$ cat src/rtl/clock_pkg.sv
// Shared types, field limits and helper functions for the electronic clock
// controller.
package clock_pkg;

   localparam int HOUR_W = 5;
   localparam int MS_W   = 6;

   localparam logic [HOUR_W-1:0] MAX_HOUR    = 5'd23;
   localparam logic [MS_W-1:0]   MAX_MIN_SEC = 6'd59;

   // Encoding is visible on the mode output, so values are pinned.
   typedef enum logic [1:0] {
      RUN   = 2'd0,
      SET_H = 2'd1,
      SET_M = 2'd2,
      SET_S = 2'd3
   } state_t;

   // Hour field increment with 23 -> 0 wrap.
   function automatic logic [HOUR_W-1:0] inc_hour(input logic [HOUR_W-1:0] v);
      return (v >= MAX_HOUR) ? '0 : v + 5'd1;
   endfunction

   // Minute/second field increment with 59 -> 0 wrap.
   function automatic logic [MS_W-1:0] inc_min_sec(input logic [MS_W-1:0] v);
      return (v >= MAX_MIN_SEC) ? '0 : v + 6'd1;
   endfunction

   // A remote time-set request is only honoured when every field is in range.
   function automatic logic time_in_range(input logic [HOUR_W-1:0] h,
                                          input logic [MS_W-1:0]   m,
                                          input logic [MS_W-1:0]   s);
      return (h <= MAX_HOUR) && (m <= MAX_MIN_SEC) && (s <= MAX_MIN_SEC);
   endfunction

endpackage

$ cat src/rtl/btn_edge_sync.sv
// Synchronises a debounced button level into the clock domain and emits a
// registered one-cycle pulse on each rising edge.
module btn_edge_sync #(
   parameter int SYNC_STAGES = 2
) (
   input  logic CLK_100M,
   input  logic rst,
   input  logic din,
   output logic rise
);

   logic [SYNC_STAGES-1:0] sync_q;
   logic                   last_q;
   logic                   rise_q;

   // Synchroniser chain, previous-level flop and registered edge pulse.
   always_ff @(posedge CLK_100M) begin
      if (rst) begin
         sync_q <= '0;
         last_q <= 1'b0;
         rise_q <= 1'b0;
      end else begin
         // NOTE: non-blocking so each stage samples its neighbour's old value;
         // blocking assignments would collapse the chain into one flop.
         sync_q[0] <= din;
         for (int i = 1; i < SYNC_STAGES; i++) begin
            sync_q[i] <= sync_q[i-1];
         end
         last_q <= sync_q[SYNC_STAGES-1];
         rise_q <= sync_q[SYNC_STAGES-1] & ~last_q;
      end
   end

   assign rise = rise_q;

endmodule

$ cat src/rtl/clock_mode_ctrl.sv
// Mode controller for the electronic clock: 1 Hz advance enable, manual
// set-mode FSM with edit registers, and arbitration of time loads between
// the local buttons and the Bluetooth receiver.
module clock_mode_ctrl
   import clock_pkg::*;
#(
   parameter int TICK_DIV    = 100_000_000,
   parameter int SYNC_STAGES = 2
) (
   input  logic              CLK_100M,
   input  logic              rst,
   input  logic              ena,
   input  logic              btn_change,
   input  logic              btn_switch,
   input  logic              btn_inc,
   input  logic [HOUR_W-1:0] cur_hour,
   input  logic [MS_W-1:0]   cur_minute,
   input  logic [MS_W-1:0]   cur_second,
   input  logic              bt_valid,
   input  logic [HOUR_W-1:0] bt_hour,
   input  logic [MS_W-1:0]   bt_minute,
   input  logic [MS_W-1:0]   bt_second,
   output logic              bt_ready,
   output logic              bt_err,
   output logic              tick_1hz,
   output logic              run_en,
   output logic              load,
   output logic [HOUR_W-1:0] load_hour,
   output logic [MS_W-1:0]   load_minute,
   output logic [MS_W-1:0]   load_second,
   output logic [1:0]        mode,
   output logic [HOUR_W-1:0] edit_hour,
   output logic [MS_W-1:0]   edit_minute,
   output logic [MS_W-1:0]   edit_second
);

   localparam int              CNT_W   = (TICK_DIV > 1) ? $clog2(TICK_DIV) : 1;
   localparam logic [CNT_W-1:0] CNT_MAX = CNT_W'(TICK_DIV - 1);

   state_t state_q, state_d;

   logic [CNT_W-1:0]  cnt_q, cnt_d;
   logic              tick_q, tick_d;
   logic              load_q, load_d;
   logic              err_q, err_d;
   logic              ready_q, ready_d;
   logic              run_en_q;
   logic [HOUR_W-1:0] load_hour_q, load_hour_d, edit_hour_q, edit_hour_d;
   logic [MS_W-1:0]   load_min_q, load_min_d, edit_min_q, edit_min_d;
   logic [MS_W-1:0]   load_sec_q, load_sec_d, edit_sec_q, edit_sec_d;

   logic ch_rise, sw_rise, inc_rise;
   logic ch_e, sw_e, inc_e;
   logic hs, bt_ok;

   btn_edge_sync #(.SYNC_STAGES(SYNC_STAGES)) u_sync_change (
      .CLK_100M (CLK_100M), .rst (rst), .din (btn_change), .rise (ch_rise)
   );
   btn_edge_sync #(.SYNC_STAGES(SYNC_STAGES)) u_sync_switch (
      .CLK_100M (CLK_100M), .rst (rst), .din (btn_switch), .rise (sw_rise)
   );
   btn_edge_sync #(.SYNC_STAGES(SYNC_STAGES)) u_sync_inc (
      .CLK_100M (CLK_100M), .rst (rst), .din (btn_inc), .rise (inc_rise)
   );

   // Buttons are ignored entirely while the clock is disabled.
   assign ch_e  = ch_rise  & ena;
   assign sw_e  = sw_rise  & ena;
   assign inc_e = inc_rise & ena;

   // ready_q is only ever high while state_q is RUN, so a handshake can only
   // occur in RUN; it pre-empts any same-cycle change edge.
   assign hs    = bt_valid & ready_q;
   assign bt_ok = time_in_range(bt_hour, bt_minute, bt_second);

   // State register.
   always_ff @(posedge CLK_100M) begin
      if (rst) state_q <= RUN;
      else     state_q <= state_d;
   end

   // Next-state logic: change beats switch; disabling forces RUN.
   always_comb begin
      // NOTE: default first so every path assigns state_d and no latch is inferred.
      state_d = state_q;
      if (!ena) begin
         state_d = RUN;
      end else begin
         case (state_q)
            RUN:     if (ch_e && !hs) state_d = SET_H;
            SET_H:   if (ch_e) state_d = RUN; else if (sw_e) state_d = SET_M;
            SET_M:   if (ch_e) state_d = RUN; else if (sw_e) state_d = SET_S;
            SET_S:   if (ch_e) state_d = RUN; else if (sw_e) state_d = SET_H;
            default: state_d = RUN;
         endcase
      end
   end

   // Output/datapath next values: loads, reject pulse, edit fields, tick.
   always_comb begin
      load_d      = 1'b0;
      err_d       = 1'b0;
      load_hour_d = load_hour_q;
      load_min_d  = load_min_q;
      load_sec_d  = load_sec_q;
      edit_hour_d = edit_hour_q;
      edit_min_d  = edit_min_q;
      edit_sec_d  = edit_sec_q;

      if (hs) begin
         if (bt_ok) begin
            load_d      = 1'b1;
            load_hour_d = bt_hour;
            load_min_d  = bt_minute;
            load_sec_d  = bt_second;
         end else begin
            err_d = 1'b1;
         end
      end else if (state_q == RUN) begin
         if (ch_e) begin
            edit_hour_d = cur_hour;
            edit_min_d  = cur_minute;
            edit_sec_d  = cur_second;
         end
      end else if (ch_e) begin
         load_d      = 1'b1;
         load_hour_d = edit_hour_q;
         load_min_d  = edit_min_q;
         load_sec_d  = edit_sec_q;
      end else if (!sw_e && inc_e) begin
         case (state_q)
            SET_H:   edit_hour_d = inc_hour(edit_hour_q);
            SET_M:   edit_min_d  = inc_min_sec(edit_min_q);
            SET_S:   edit_sec_d  = inc_min_sec(edit_sec_q);
            default: ;
         endcase
      end

      ready_d = (state_d == RUN) && ena;

      // The divider restarts on every load so the first second after a
      // time set is a full second.
      tick_d = 1'b0;
      if (load_d || (state_q != RUN) || !ena) begin
         cnt_d = '0;
      end else if (cnt_q == CNT_MAX) begin
         cnt_d  = '0;
         tick_d = 1'b1;
      end else begin
         cnt_d = cnt_q + CNT_W'(1);
      end
   end

   // Datapath and registered-output flops.
   always_ff @(posedge CLK_100M) begin
      if (rst) begin
         cnt_q       <= '0;
         tick_q      <= 1'b0;
         load_q      <= 1'b0;
         err_q       <= 1'b0;
         ready_q     <= 1'b0;
         run_en_q    <= 1'b0;
         load_hour_q <= '0;
         load_min_q  <= '0;
         load_sec_q  <= '0;
         edit_hour_q <= '0;
         edit_min_q  <= '0;
         edit_sec_q  <= '0;
      end else begin
         cnt_q       <= cnt_d;
         tick_q      <= tick_d;
         load_q      <= load_d;
         err_q       <= err_d;
         ready_q     <= ready_d;
         run_en_q    <= ena;
         load_hour_q <= load_hour_d;
         load_min_q  <= load_min_d;
         load_sec_q  <= load_sec_d;
         edit_hour_q <= edit_hour_d;
         edit_min_q  <= edit_min_d;
         edit_sec_q  <= edit_sec_d;
      end
   end

   assign bt_ready    = ready_q;
   assign bt_err      = err_q;
   assign tick_1hz    = tick_q;
   assign run_en      = run_en_q;
   assign load        = load_q;
   assign load_hour   = load_hour_q;
   assign load_minute = load_min_q;
   assign load_second = load_sec_q;
   assign mode        = state_q;
   assign edit_hour   = edit_hour_q;
   assign edit_minute = edit_min_q;
   assign edit_second = edit_sec_q;

endmodule
$ cat config.mk
export PLATFORM = sky130hd
export DESIGN_NAME = clock_mode_ctrl
export DESIGN_NICKNAME = d
export VERILOG_FILES = /design/src/rtl/clock_pkg.sv /design/src/rtl/btn_edge_sync.sv /design/src/rtl/clock_mode_ctrl.sv
export SDC_FILE = /design/constraint.sdc
export NUM_CORES = 1
export LEC_CHECK = 0
export ABC_AREA = 1
export BUFFER_PORTS_ARGS = -buffer_cell sky130_fd_sc_hd__buf_2
export CAP_MARGIN = 20
export CORE_UTILIZATION = 23
export DETAILED_ROUTE_END_ITERATION = 10
export GPL_TIMING_DRIVEN = 0
export PLACE_DENSITY = 0.51
export SLEW_MARGIN = 10
export SYNTH_ARGS = -nofsm -noshare
export SYNTH_HDL_FRONTEND = slang
export SYNTH_SLANG_ARGS = --single-unit
$ cat constraint.sdc
create_clock -name CLK_100M -period 2.2 [get_ports CLK_100M]
set_clock_uncertainty 0.15 [all_clocks]
set_input_delay 0.22 -clock CLK_100M [delete_from_list [all_inputs] [get_ports CLK_100M]]
set_output_delay 0.22 -clock CLK_100M [all_outputs]
set_load 0.02 [all_outputs]
==> results of run 1 <==
[cells in the mapped netlist, types with 7 or more instances]
master	n
nand2_1	211
nor2_1	145
dfxtp_1	80
inv_1	57
nand3_1	30
o21ai_0	25
nand3b_1	24
nor2_2	14
xor2_1	12
nand2_2	9
clkbuf_1	7
xnor2_1	7
[worst paths after layout]
kind / depth (start not counted) / end / slack, ns / startpoint
hold / removal: 5 / edit_hour[4]$_SDFFE_PP0P_ / 0.03 / cur_hour[4]
hold reg to reg: 1 / u_sync_switch.rise$_SDFF_PP0_ / 0.24 / u_sync_switch.last_q$_SDFF_PP0_
setup reg to reg: 11 / cnt_q[7]$_SDFF_PP0_ / 0.19 / cnt_q[0]$_SDFF_PP0_
setup / recovery: 11 / cnt_q[7]$_SDFF_PP0_ / 0.19 / cnt_q[0]$_SDFF_PP0_
[area by class of cell]
| type | instances | area [um^2] |
|---|---|---|
| fillers | 2064 | 12800 |
| inverters | 65 | 244 |
| flip-flops and latches | 80 | 1600 |
| multi-input cells | 503 | 2300 |
| clock inverters | 7 | 47.5 |
| plain buffers | 17 | 101 |
| well taps | 229 | 287 |
| clock buffers | 9 | 225 |
| repair buffers | 83 | 430 |
[state kept, by name, summed over array words and instances, names as in the netlist, 2 cells and up]
name,flops
mode,2
load_second,6
u_sync_switch.sync_q,2
cnt_q,27
u_sync_change.sync_q,2
load_hour,5
edit_hour,5
edit_second,6
load_minute,6
edit_minute,6
u_sync_inc.sync_q,2
[layout by cell type, fill, tap and decap left out, types with 3 or more instances in the layout]
master / n
a21oi_1: 3
buf_2: 85
clkbuf_1: 7
clkbuf_16: 9
clkinv_2: 3
dfxtp_1: 80
dlygate4sd3_1: 3
ha_1: 4
inv_1: 57
inv_2: 6
nand2_1: 211
nand2_2: 9
nand3_1: 30
nand3b_1: 24
nand4_1: 6
nor2_1: 145
nor2_2: 14
nor3_1: 4
o21ai_0: 25
xnor2_1: 7
xor2_1: 12
[worst max-delay path: cells and delay by family (launching register included)]
kind	cells	cell delay (ns)
buf+inv	3	0.31
simple gates	7	0.68
flops	1	0.45
fa+ha+maj	1	0.30
[repair_timing]
action / CTS / global route
setup endpoints to repair: 0 / 0
gates resized for setup: 0 / 0
hold buffers: 3 / 0
hold endpoints to repair: 3 / 0
[cells by family after synthesis]
| kind of cell | after synthesis | share of synthesized area |
|---|---|---|
| buf+inv | 82 | 0.0813 |
| simple gates | 450 | 0.454 |
| fa+ha+maj | 4 | 0.0118 |
| flops | 80 | 0.377 |
| compound gates | 30 | 0.0368 |
| xor+xnor | 19 | 0.0392 |
[metal layers]
metal | global-route usage | wire length [um] | up-vias
met5 | 0 | 0 | -
met4 | 0.0308 | 51 | 0
met3 | 0.0376 | 714 | 4
li1 | - | - | 2235
met2 | 0.210 | 5190 | 84
met1 | 0.174 | 5770 | 1824
[where the power goes]
part           switching [mW]  internal, mW
Combinational           0.138        0.0862
Sequential             0.0159          1.48
Clock                   0.634         0.764
Total                   0.788          2.33
==> results.tsv, run 1 <==
metric	value	unit
outcome	finished clean	
Post-DP Area	4930	um^2
# rows	49	
Longest Clk Path Bufs	2	
Power Total	3.11	mW
Most used DFF post-synth	dfxtp_1	
syn_area_per_cell	6.38	um^2
initial antenna violation count	0	
final instance area	5240	um^2
ant diodes	0	
clock transition at the registers of the reported paths	0.06	ns
I/O Buffers	80	
H-Tree Depth	3	
Synth-to-Final Area Change	23.3	%
DR vias/cell	4.18	
GPL Wtd Cong	0.869	
VDD IR-drop max	0.360	mV
clock root buffer	clkbuf_16	
min Tclk post-route	2.01	ns
Die Width	138	um
post-DR wirelength/cell	11.8	um
overall routed net length	11.7	mm
crit-path max cell delay	0.45	ns
top cells by area, synth	dfxtp_1, nand2_1, nor2_1	
worst slew pin tran	0.547	ns
total track usage	0.132	
Initial Utilization	0.236	
final core occ	0.290	
worst hold slack	0.0294	ns
distinct cell type count after synthesis	30	
unrepaired setup endpoints after global routing	no	
setup violators final	0	
Setup TNS	0	ns
core area	18000	um^2
CP max stage cell	dfxtp_1	
die height	138	um
DRT antenna net count	0	
1st-iter DRT viols	203	
Cell Count, Final, Fillers Out	993	
ys async rst share	0	
final net count	804	
Synth area leader	dfxtp_1	
pre-CTS WS	0.183	ns
number of setup buffers added after CTS	0	
# IOs	82	
sequential-to-total area share from yosys stat	0.377	
critical path type	flop to flop	
Final WS setup	0.187	ns
CP max FO	10	
final slew viol count	0	
CP arrival	2.10	ns
first-pass iteration count of the detailed router	5	
first-pass GRT wire length	19.2	mm
post-synth net total	710	
Post-Synthesis Cells	665	
normalized max-slew margin	0.635	
clk sinks	80	
Worst Setup End Kind	flop	
number of synthesized flops with an enable pin	0	
grt total ovfl	0	
via count	4147	
highest clock rate	0.497	GHz
vias in the first global route	3897	
CTS tree	built	
DRC Markers	0	
ordered cell list for the critical path	ha_1, nand2_2, nor2_2, nand2_2, inv_2, nand2_2, nor2_4, inv_2, nand2_4, buf_12, nor2_2	
Hold WC Path Type	primary input to flop	
largest net degree at the start of global routing	15	
Syn. warnings	0	
# Max-Cap Violations	0	
Final period util	0.915	
LEAKAGE	2.50	nW
register bit count reported by yosys	80	
Cell Area, Synth	4250	um^2
PwrDens	595	nW/um^2
top-area cell type share of the netlist area	0.377	
Clock Latency Late Sink	0.34	ns
WP data required	2.29	ns
Inst Count DP	974	
fraction of layout cells with a size suffix above 1	0.182	
TritonCTS Buffers	9	
die area	19000	um^2
CP most frequent cell	nand2_2	
startpoint types	flop	
DP Wirelength	8.96	mm
Final Hold Violating Endpoints	0	
(Power assumes the default switching activity.)
==> inputs of run 2 (changes only) <==
--- a/config.mk
+++ b/config.mk
@@ -8,10 +8,10 @@
 export ABC_AREA = 1
 export BUFFER_PORTS_ARGS = -buffer_cell sky130_fd_sc_hd__buf_2
 export CAP_MARGIN = 20
-export CORE_UTILIZATION = 23
+export CORE_UTILIZATION = 47
 export DETAILED_ROUTE_END_ITERATION = 10
 export GPL_TIMING_DRIVEN = 0
-export PLACE_DENSITY = 0.51
+export PLACE_DENSITY = 0.81
 export SLEW_MARGIN = 10
 export SYNTH_ARGS = -nofsm -noshare
 export SYNTH_HDL_FRONTEND = slang
==> results.tsv, run 2 (synthesis results as in run 1) <==
metric	value	unit	change
Hold WC Path Type	primary input to flop		
unrepaired setup endpoints after global routing	no		
Worst Setup End Kind	flop		
via count	4371		+5.4%
min Tclk post-route	2.02	ns	+0.00424 ns
crit-path max cell delay	0.47	ns	+0.02 ns
# IOs	82		unchanged
1st-iter DRT viols	239		+18%
die height	97.0	um	-30%
first-pass GRT wire length	17.7	mm	-7.7%
H-Tree Depth	3		unchanged
vias in the first global route	4019		+3.1%
Clock Latency Late Sink	0.36	ns	+0.02 ns
clock transition at the registers of the reported paths	0.09	ns	+0.03 ns
total track usage	0.228		+0.0966
critical path type	flop to flop		
ant diodes	0		unchanged
DP Wirelength	8.01	mm	-11%
max reg flops	27		unchanged
clk sinks	80		unchanged
PwrDens	581	nW/um^2	-2.3%
most frequent cells in the layout	nand2_1, nor2_1, buf_2, dfxtp_1, inv_1		
largest net degree at the start of global routing	14		-1
GR Layer Usage met3	0.0549		+0.0173
# rows	34		-31%
WP data required	2.30	ns	about the same
initial antenna violation count	0		unchanged
setup violators final	0		unchanged
met1 GRT Util	0.295		+0.121
Longest Clk Path Bufs	2		unchanged
die area	9420	um^2	-50%
normalized max-slew margin	0.660		+0.0244
first-pass iteration count of the detailed router	5		unchanged
highest clock rate	0.496	GHz	-0.21%
LEAKAGE	2.47	nW	-0.87%
CP most frequent cell	nand2_2		
Final period util	0.917		+0.00193
GPL Wtd Cong	0.912		+4.9%
ordered cell list for the critical path	ha_1, nand2_2, nor2_2, nand2_2, inv_2, nand2_2, nor2_4, inv_2, nand2_4, buf_12, nor2_2		
Post-DP Area	4780	um^2	-3.1%
multi-input logic area	2300	um^2	unchanged
post-DR wirelength/cell	12.0	um	+1.7%
grt total ovfl	0		unchanged
# Max-Cap Violations	0		unchanged
Final Hold Violating Endpoints	0		unchanged
Biggest register	cnt_q		
CTS tree	built		
core area	8720	um^2	-52%
TritonCTS Buffers	9		unchanged
final net count	804		unchanged
CP arrival	2.11	ns	about the same
DRC Markers	0		unchanged
FILL cells	816		-60%
Power Total	2.92	mW	-6.1%
CP max FO	10		unchanged
Setup TNS	0	ns	unchanged
I/O Buffers	80		unchanged
Initial Utilization	0.487		+0.251
DR vias/cell	5.02		+20%
worst slew pin tran	0.511	ns	-0.0366 ns
VDD IR-drop max	0.408	mV	+13%
routing usage on met2	0.373		+0.163
most common cell after layout, fill and taps aside	nand2_1		
Die Width	97.0	um	-30%
startpoint types	flop		
outcome	finished clean		
final instance area	5030	um^2	-3.9%
clock root buffer	clkbuf_8		
CP max stage cell	dfxtp_1		
final slew viol count	0		unchanged
DRT antenna net count	0		unchanged
fraction of layout cells with a size suffix above 1	0.180		-0.00238
Most Crowded Layer GR	met2		
Synth-to-Final Area Change	18.5	%	
overall routed net length	10.5	mm	-11%
FF/Latch Area	1600	um^2	unchanged
-- run 2: worst max-delay path: cells and delay by family (launching register included) --
kind / cells / cell delay, ns
AND/OR/NAND/NOR: 7 / 0.70
flip-flops: 1 / 0.47
buffers and inverters: 3 / 0.30
adder cells (fa/ha/maj): 1 / 0.29
-- run 2: final timing paths --
path / start / endpoint / slack (ns) / depth (start not counted)
worst max-delay path: cnt_q[0]$_SDFF_PP0_ / cnt_q[6]$_SDFF_PP0_ / 0.18 / 11
worst min-delay path: cur_hour[2] / edit_hour[2]$_SDFFE_PP0P_ / 0.01 / 5
worst max register to register: cnt_q[0]$_SDFF_PP0_ / cnt_q[6]$_SDFF_PP0_ / 0.18 / 11
worst min register to register: u_sync_change.last_q$_SDFF_PP0_ / u_sync_change.rise$_SDFF_PP0_ / 0.24 / 1
-- run 2: metrics by stage --
stage / setup slack, ns / instances / util / hold WS [ns]
finish: 0.183 / 871 / 0.577 / 0.0110
global route: 0.0749 / 871 / 0.577 / 0.0175
CTS: 0.180 / 871 / 0.577 / 0.0135
detailed placement: 0.202 / 853 / 0.548 / 0.233
global placement: 0.227 / 853 / 0.548 / 0.228
floorplan: 0.457 / 665 / - / 0.177
-- run 2: what timing repair did --
item                                   in CTS  in global routing
hold buffers                                3                  0
endpoints found under the hold margin       3                  0
buffers inserted                            0                  0
gates resized for setup                     0                  0
-- run 2: area by class of cell --
type / count / share of cell area
inverters: 65 / 0.0485
plain buffers: 17 / 0.0201
repair buffers: 83 / 0.0856
well taps: 108 / 0.0269
multi-input cells: 503 / 0.457
flip-flops and latches: 80 / 0.318
clock inverters: 4 / 0.0154
clock buffers: 11 / 0.0281
-- run 2: where the power goes --
group	internal, mW	switching, mW
Sequential	1.47	0.0144
Clock	0.671	0.539
Combinational	0.0864	0.137
-- run 2: metal layers --
metal,wire length (um),share of wire
met5,0,0
met2,4740,0.45
met4,198,0.019
met3,785,0.075
met1,4740,0.45
